<file path="src/rtl/draw_pkg.sv">
// rtl/draw_pkg.sv - shared types and screen constants for the draw scheduler
// Purpose: FSM state encoding plus screen and pixel-field widths used by
//          draw_sched and draw_clear_sweep.
// Ports:   none (package).
package draw_pkg;

  localparam int SCR_W    = 160;
  localparam int SCR_H    = 120;
  localparam int X_W      = 8;
  localparam int Y_W      = 7;
  localparam int COLOUR_W = 3;

  // Encodings are pinned so state values stay stable for anything decoding r_state.
  typedef enum logic [2:0] {
    IDLE    = 3'd0,
    CLEAR   = 3'd1,
    START   = 3'd2,
    WAIT    = 3'd3,
    RELEASE = 3'd4,
    NEXT    = 3'd5,
    FINISH  = 3'd6
  } state_t;

endpackage

</file>
<file path="src/rtl/draw_clear_sweep.sv">
// rtl/draw_clear_sweep.sv - raster x/y counter for the full-screen clear pass
// Purpose: steps x 0..SCR_W-1 (inner) and y 0..SCR_H-1 (outer), one pixel per
//          enabled cycle, wrapping to (0,0) after the last pixel.
// Ports:   i_clk, i_rst (async, active-high); i_en advances the raster;
//          o_x/o_y current pixel; o_last high while on the final pixel.
module draw_clear_sweep
  import draw_pkg::*;
(
  input  logic           i_clk,
  input  logic           i_rst,
  input  logic           i_en,
  output logic [X_W-1:0] o_x,
  output logic [Y_W-1:0] o_y,
  output logic           o_last
);

  logic [X_W-1:0] r_x;
  logic [Y_W-1:0] r_y;
  logic           w_x_end;
  logic           w_y_end;

  assign w_x_end = (r_x == X_W'(SCR_W - 1));
  assign w_y_end = (r_y == Y_W'(SCR_H - 1));

  always_ff @(posedge i_clk or posedge i_rst) begin
    if (i_rst) begin
      r_x <= '0;
      r_y <= '0;
    end else if (i_en) begin
      if (w_x_end) begin
        r_x <= '0;
        r_y <= w_y_end ? '0 : r_y + 1'b1;
      end else begin
        r_x <= r_x + 1'b1;
      end
    end
  end

  assign o_x    = r_x;
  assign o_y    = r_y;
  assign o_last = w_x_end & w_y_end;

endmodule

</file>
<file path="src/rtl/draw_sched.sv">
// rtl/draw_sched.sv - frame-level start/done scheduler and VGA write-port mux
// Purpose: on each accepted frame tick, optionally clears the screen, then
//          serves every drawing client in order with a start/done handshake,
//          forwarding the served client's pixel stream (1-cycle registered)
//          to the VGA adapter with that client's colour. A watchdog bounds
//          each client's WAIT phase and records a sticky per-client fault.
// Build:   define DRAW_SCHED_CLEAR_EN to build the CLEAR pass and its sweep.
// Ports:   i_clk, i_reset (async, active-high), i_frame_tick (frame request);
//          o_cli_start / i_cli_done handshake, i_cli_drawEn/i_cli_x/i_cli_y
//          packed per-client pixel streams; o_vga_x/o_vga_y/o_vga_colour/
//          o_vga_plot adapter port; o_busy, o_frame_done, o_overrun (sticky),
//          o_fault (sticky per client).
module draw_sched
  import draw_pkg::*;
#(
  parameter int                    N_CLI        = 4,
  parameter logic [3*N_CLI-1:0]    CLI_COLOURS  = {N_CLI{3'b111}},
  parameter logic [COLOUR_W-1:0]   CLEAR_COLOUR = 3'b000,
  parameter logic [15:0]           WAIT_MAX     = 16'd40000
) (
  input  logic                     i_clk,
  input  logic                     i_reset,
  input  logic                     i_frame_tick,
  output logic [N_CLI-1:0]         o_cli_start,
  input  logic [N_CLI-1:0]         i_cli_done,
  input  logic [N_CLI-1:0]         i_cli_drawEn,
  input  logic [X_W*N_CLI-1:0]     i_cli_x,
  input  logic [Y_W*N_CLI-1:0]     i_cli_y,
  output logic [X_W-1:0]           o_vga_x,
  output logic [Y_W-1:0]           o_vga_y,
  output logic [COLOUR_W-1:0]      o_vga_colour,
  output logic                     o_vga_plot,
  output logic                     o_busy,
  output logic                     o_frame_done,
  output logic                     o_overrun,
  output logic [N_CLI-1:0]         o_fault
);

  localparam int IDX_W = (N_CLI > 1) ? $clog2(N_CLI) : 1;

  state_t                r_state;
  logic [IDX_W-1:0]      r_idx;
  logic [15:0]           r_wait_cnt;
  logic [N_CLI-1:0]      r_cli_start;
  logic [X_W-1:0]        r_vga_x;
  logic [Y_W-1:0]        r_vga_y;
  logic [COLOUR_W-1:0]   r_vga_colour;
  logic                  r_vga_plot;
  logic                  r_busy;
  logic                  r_frame_done;
  logic                  r_overrun;
  logic [N_CLI-1:0]      r_fault;

  // Only the served client's signals are ever looked at.
  logic                  w_sel_done;
  logic                  w_sel_draw_en;
  logic [X_W-1:0]        w_sel_x;
  logic [Y_W-1:0]        w_sel_y;
  logic [COLOUR_W-1:0]   w_sel_colour;
  logic [N_CLI-1:0]      w_idx_onehot;
  logic                  w_idx_last;
  logic                  w_wait_expired;

  assign w_sel_done     = i_cli_done[r_idx];
  assign w_sel_draw_en  = i_cli_drawEn[r_idx];
  assign w_sel_x        = i_cli_x[r_idx*X_W +: X_W];
  assign w_sel_y        = i_cli_y[r_idx*Y_W +: Y_W];
  assign w_sel_colour   = CLI_COLOURS[r_idx*COLOUR_W +: COLOUR_W];
  assign w_idx_onehot   = N_CLI'(1) << r_idx;
  assign w_idx_last     = (r_idx == IDX_W'(N_CLI - 1));
  // Counter starts at 0 on the first WAIT cycle, so WAIT_MAX-1 marks the
  // WAIT_MAX-th cycle with start held.
  assign w_wait_expired = (r_wait_cnt == WAIT_MAX - 16'd1);

`ifdef DRAW_SCHED_CLEAR_EN
  localparam state_t FIRST_STATE = CLEAR;
  logic                  w_clr_en;
  logic [X_W-1:0]        w_clr_x;
  logic [Y_W-1:0]        w_clr_y;
  logic                  w_clr_last;

  assign w_clr_en = (r_state == CLEAR);

  draw_clear_sweep u_clear_sweep (
    .i_clk  (i_clk),
    .i_rst  (i_reset),
    .i_en   (w_clr_en),
    .o_x    (w_clr_x),
    .o_y    (w_clr_y),
    .o_last (w_clr_last)
  );
`else
  localparam state_t FIRST_STATE = START;
  logic [COLOUR_W-1:0]   w_unused_clear_colour;
  assign w_unused_clear_colour = CLEAR_COLOUR;
`endif

  always_ff @(posedge i_clk or posedge i_reset) begin
    if (i_reset) begin
      r_state      <= IDLE;
      r_idx        <= '0;
      r_wait_cnt   <= '0;
      r_cli_start  <= '0;
      r_vga_x      <= '0;
      r_vga_y      <= '0;
      r_vga_colour <= '0;
      r_vga_plot   <= 1'b0;
      r_busy       <= 1'b0;
      r_frame_done <= 1'b0;
      r_overrun    <= 1'b0;
      r_fault      <= '0;
    end else begin
      r_vga_plot   <= 1'b0;
      r_frame_done <= 1'b0;
      // Any tick outside IDLE (FINISH included) is dropped and flagged.
      if (i_frame_tick && (r_state != IDLE)) begin
        r_overrun <= 1'b1;
      end
      case (r_state)
        IDLE: begin
          if (i_frame_tick) begin
            r_state <= FIRST_STATE;
            r_busy  <= 1'b1;
            r_idx   <= '0;
          end
        end
`ifdef DRAW_SCHED_CLEAR_EN
        CLEAR: begin
          r_vga_plot   <= 1'b1;
          r_vga_x      <= w_clr_x;
          r_vga_y      <= w_clr_y;
          r_vga_colour <= CLEAR_COLOUR;
          if (w_clr_last) begin
            r_state <= START;
            r_idx   <= '0;
          end
        end
`endif
        START: begin
          r_cli_start <= w_idx_onehot;
          r_wait_cnt  <= '0;
          r_state     <= WAIT;
        end
        WAIT: begin
          r_vga_plot   <= w_sel_draw_en;
          r_vga_x      <= w_sel_x;
          r_vga_y      <= w_sel_y;
          r_vga_colour <= w_sel_colour;
          // done is checked first so a same-cycle timeout never faults.
          if (w_sel_done) begin
            r_cli_start <= '0;
            r_state     <= RELEASE;
          end else if (w_wait_expired) begin
            r_cli_start    <= '0;
            r_fault[r_idx] <= 1'b1;
            r_state        <= NEXT;
          end else begin
            r_wait_cnt <= r_wait_cnt + 16'd1;
          end
        end
        RELEASE: begin
          r_vga_plot   <= w_sel_draw_en;
          r_vga_x      <= w_sel_x;
          r_vga_y      <= w_sel_y;
          r_vga_colour <= w_sel_colour;
          if (!w_sel_done) begin
            r_state <= NEXT;
          end
        end
        NEXT: begin
          if (w_idx_last) begin
            r_state      <= FINISH;
            r_frame_done <= 1'b1;
            r_busy       <= 1'b0;
          end else begin
            r_idx   <= r_idx + 1'b1;
            r_state <= START;
          end
        end
        FINISH: begin
          r_idx   <= '0;
          r_state <= IDLE;
        end
        default: r_state <= IDLE;
      endcase
    end
  end

  assign o_cli_start  = r_cli_start;
  assign o_vga_x      = r_vga_x;
  assign o_vga_y      = r_vga_y;
  assign o_vga_colour = r_vga_colour;
  assign o_vga_plot   = r_vga_plot;
  assign o_busy       = r_busy;
  assign o_frame_done = r_frame_done;
  assign o_overrun    = r_overrun;
  assign o_fault      = r_fault;

endmodule
</file>
<file path="config.mk">
export PLATFORM = sky130hd
export DESIGN_NAME = draw_sched
export DESIGN_NICKNAME = d
export VERILOG_FILES = /design/src/rtl/draw_pkg.sv /design/src/rtl/draw_clear_sweep.sv /design/src/rtl/draw_sched.sv
export SDC_FILE = /design/constraint.sdc
export NUM_CORES = 1
export LEC_CHECK = 0
export ABC_AREA = 1
export CORE_MARGIN = 3
export CORE_UTILIZATION = 46
export DETAILED_ROUTE_END_ITERATION = 8
export MAX_ROUTING_LAYER = met4
export PLACE_DENSITY = 0.81
export SKIP_CTS_REPAIR_TIMING = 1
export SYNTH_ARGS = -nofsm -noshare
export SYNTH_HDL_FRONTEND = slang
export SYNTH_SLANG_ARGS = --single-unit
export TNS_END_PERCENT = 5
</file>
<file path="constraint.sdc">
create_clock -name i_clk -period 2.2 [get_ports i_clk]
set_input_delay 0.66 -clock i_clk [delete_from_list [all_inputs] [get_ports i_clk]]
set_output_delay 0.66 -clock i_clk [all_outputs]
set_load 0.05 [all_outputs]
</file>
==> impl_metrics.csv <==
group,metric,value,unit
clocking,clockRootBuffer,"clkbuf_8",
worst_setup_path,critical_path.top_delay_family,"buffers and inverters",
finish,fill_cells,524,
worst_setup_path,rrSetupSlack,0.33,ns
floorplanning,die_w,86.1,um
global_route,antenna_found_initial,0,
sta,hold_slack,0.482,ns
finish,final_nets,581,
detailed_routing,wl,8040,um
placement,io_buffers,100,
finish,drive_gt1_share,8.50,%
detailed_routing,routed-via-count,3012,
synth,yosysSeqAreaShare,41.5,%
sta,tightest_slew,0.646,ns
global_route,grt.overflow.total,0,
worst_setup_path,critical_path.startpoint_type,"flop",
worst_setup_path,cp-startpoint,"o_vga_y[2]",
floorplanning,fp.dieH,86.1,um
global_route,grt_pass1_vias,2944,
power_and_ir_drop,ir_worst_vdd,0.564,mV
sta,fin_tns_setup,0,ns
sta,min_period_over_period,97.9,%
clocking,numCtsBuffers,5,
clocking,cts_tree,"done",
synth,synth_edf_count,0,
worst_setup_path,reg2reg_from,"r_idx[0]",
clocking,ctsLongestPathBuffers,2,
synth,ys_ff_latch,49,
sta,worst_slack,0.0461,ns
worst_setup_path,r2r-end,"r_wait_cnt[4]",
detailed_routing,wl_met2,3950,um
detailed_routing,dr_wl_met3,556,um
synth,synth_top_area_share,41.5,%
worst_hold_path,min_from,"o_cli_start[1]",
clocking,insertion_delay,0.31,ns
detailed_routing,ant_nets,0,
power_and_ir_drop,leakagePower,1.82,nW
placement,place_congestion,0.910,
floorplanning,die_area,7420,um2
placement,place_inst,573,
sta,fin_crit,2.15,ns
worst_hold_path,hold_path.class,"reg2reg",
run,maxCapViolations,0,
synth,yosys_warnings,0,
worst_setup_path,cp_max_fo,2,
synth,synthSimpleGateAreaFrac,32.2,%
floorplanning,io_pins,101,
floorplanning,initial_core_util,48.7,%
synth,synth_compound_area_share,13.4,%
worst_setup_path,cp.required,1.54,ns
global_route,grt_max_degree,50,
power_and_ir_drop,power_density,919,nW/um2
synth,synth_most_common_cell,"nor2_1",
worst_setup_path,end_kind,"output pin",
detailed_routing,top_layer,"met4",
detailed_routing,drc,0,
synth,syn_area,2950,um2
worst_setup_path,cp_data_arrival_time,1.49,ns
synth,dominantRegCellSynth,"dfrtp_1",
sta,hold_violations,0,
worst_setup_path,r2r_cells,10,
floorplanning,row_count,28,
detailed_routing,firstDrtPassIters,4,
placement,place_hpwl,5960,um
power_and_ir_drop,finalPower,3.75,mW
synth,synth_nets,487,
detailed_routing,drtIter0Drc,136,
outcome,status,"complete, no violations",
finish,instances_no_fill,581,
placement,place_ws,0.0235,ns
clocking,clock-sinks,49,
synth,synth_top_family_by_area,"simple AND/OR/NAND/NOR gates",
floorplanning,core-area,6060,um2
detailed_routing,via_per_inst,5.18,
worst_hold_path,min_path_cells,2,
synth,synthMuxAreaShare,0,%
synth,yosys.area.top_type,"dfrtp_1",
detailed_routing,post_drt_wl_per_cell,13.8,um
finish,area_growth,38.1,%
synth,synthArstFlopShare,100,%
worst_setup_path,cp_slowest_cell,"clkdlybuf4s50_1",
sta,timing.fmax,464,MHz
synth,ys_top_cells_by_area,"dfrtp_1 42%, nor2_1 13%, nand2_1 8.9%",
worst_setup_path,worst_path_largest_cell_delay,0.83,ns
finish,n_antenna_cell,0,
global_route,grt_use_total,23.2,%
synth,synth_fa_ha_area_share,2.12,%
clocking,path_clk_slew,0.09,ns
worst_setup_path,crit_buf_inv,1,
synth,syn_inst,411,
synth,syn_area_per_cell,7.19,um2
sta,rsz0062_at_grt,"no",
sta,drv_slew,0,
sta,setup_viol_count_final,0,
global_route,grt_pass1_wl,13400,um
detailed_routing,wl_met1,3440,um
clocking,htreeDepth,2,
synth,ys_types,34,
synth,synth_commonest_cells,"106 x nor2_1, 70 x nand2_1, 49 x dfrtp_1, 42 x o21ai_0, 33 x inv_1",
sta,max_slew_margin,56.9,%
worst_setup_path,worstPathCellList,"clkdlybuf4s50_1",
sta,finClkSkew,0.0163,ns
synth,synthXorXnorAreaFrac,2.67,%
worst_setup_path,crit_type,"reg2out",
worst_hold_path,min_delay_worst_endpoint,"o_cli_start[1]",
==> power by group <==
group	leakage (nW)	total, mW	switching [mW]	internal, mW
registers	0.613	1.20	0.114	1.09
logic	1.15	1.87	1.27	0.600
clock network	0.0574	0.680	0.310	0.370
==> how the worst max path moves through the flow <==
stage / end / slack [ns] / cells after the start
5_1_grt: o_vga_y[2] / 0.006 / 1
4_1_cts: o_vga_x[6] / 0.04 / 1
6_report: o_vga_y[2] / 0.05 / 1
3_5_place_dp: r_wait_cnt[4] / 0.02 / 10
3_3_place_gp: r_wait_cnt[14] / 0.08 / 10
2_1_floorplan: o_busy / 0.37 / 1
==> final cells by class <==
| class | count | area (um2) | share of cell area, % |
|---|---|---|---|
| multi-input cells | 308 | 1490 | 36.5 |
| well taps | 75 | 93.8 | 2.30 |
| inverters | 36 | 138 | 3.37 |
| clock inverters | 2 | 37.5 | 0.920 |
| clock buffers | 6 | 82.6 | 2.02 |
| flip-flops and latches | 49 | 1230 | 30.1 |
| repair buffers | 105 | 1010 | 24.8 |
==> stage by stage <==
step	cell area, um2	utilization (%)
2_1_floorplan	2950	-
3_3_place_gp	3960	65.3
3_5_place_dp	3960	65.3
4_1_cts	4080	67.3
5_1_grt	4080	67.3
6_report	4080	67.3
==> cell families (layout without fill, tap and decap cells) <==
group	after synthesis	after routing
XOR/XNOR	9	9
AO/OA/AOI/OAI	71	71
adder cells (fa/ha/maj)	5	5
AND/OR/NAND/NOR	223	223
flip-flops	49	49
buffers and inverters	54	149
==> sequential cells by signal (all words and copies together) (netlist names) <==
register and count:
o_busy 1, o_cli_start 4, r_idx 2, o_vga_y 7, o_vga_x 8, r_state 3
o_frame_done 1, o_fault 4, o_overrun 1, r_wait_cnt 16, o_vga_colour 1, o_vga_plot 1
==> per-layer routing <==
metal | GRT usage, % | up-vias
li1 | - | 1507
met3 | 5.00 | 9
met4 | 5.76 | 0
met2 | 39.5 | 94
met1 | 27.9 | 1402
met5 | - | -
==> cells in the final DEF (no fill, tap or decap) <==
cell | synthesis | final
xor2_1 | 7 | 7
nand3_2 | 1 | 1
nor2_4 | 2 | 2
o21ai_0 | 42 | 42
a21oi_1 | 3 | 3
nand3_1 | 26 | 26
nor2_2 | 1 | 1
ha_1 | 5 | 5
nand2_2 | 3 | 3
dlymetal6s2s_1 | 0 | 1
or2_2 | 1 | 1
buf_12 | 0 | 1
nand2_4 | 1 | 1
nor2_1 | 106 | 106
inv_4 | 1 | 1
o21ai_1 | 4 | 4
dfrtp_1 | 49 | 49
o31ai_1 | 1 | 1
o21bai_1 | 5 | 5
nand3_4 | 1 | 1
bufinv_16 | 0 | 1
clkdlybuf4s50_1 | 0 | 83
nand3b_1 | 1 | 1
o21bai_2 | 1 | 1
inv_2 | 1 | 2
nand4_1 | 8 | 8
buf_4 | 3 | 20
clkinvlp_4 | 0 | 1
nor4_1 | 1 | 1
nand2_1 | 70 | 70
inv_1 | 33 | 32
clkinv_1 | 1 | 1
a31oi_1 | 15 | 15
xnor2_1 | 2 | 2
clkbuf_8 | 0 | 6
nor3_1 | 1 | 1
Note: power is estimated with default switching activity, not from simulation.
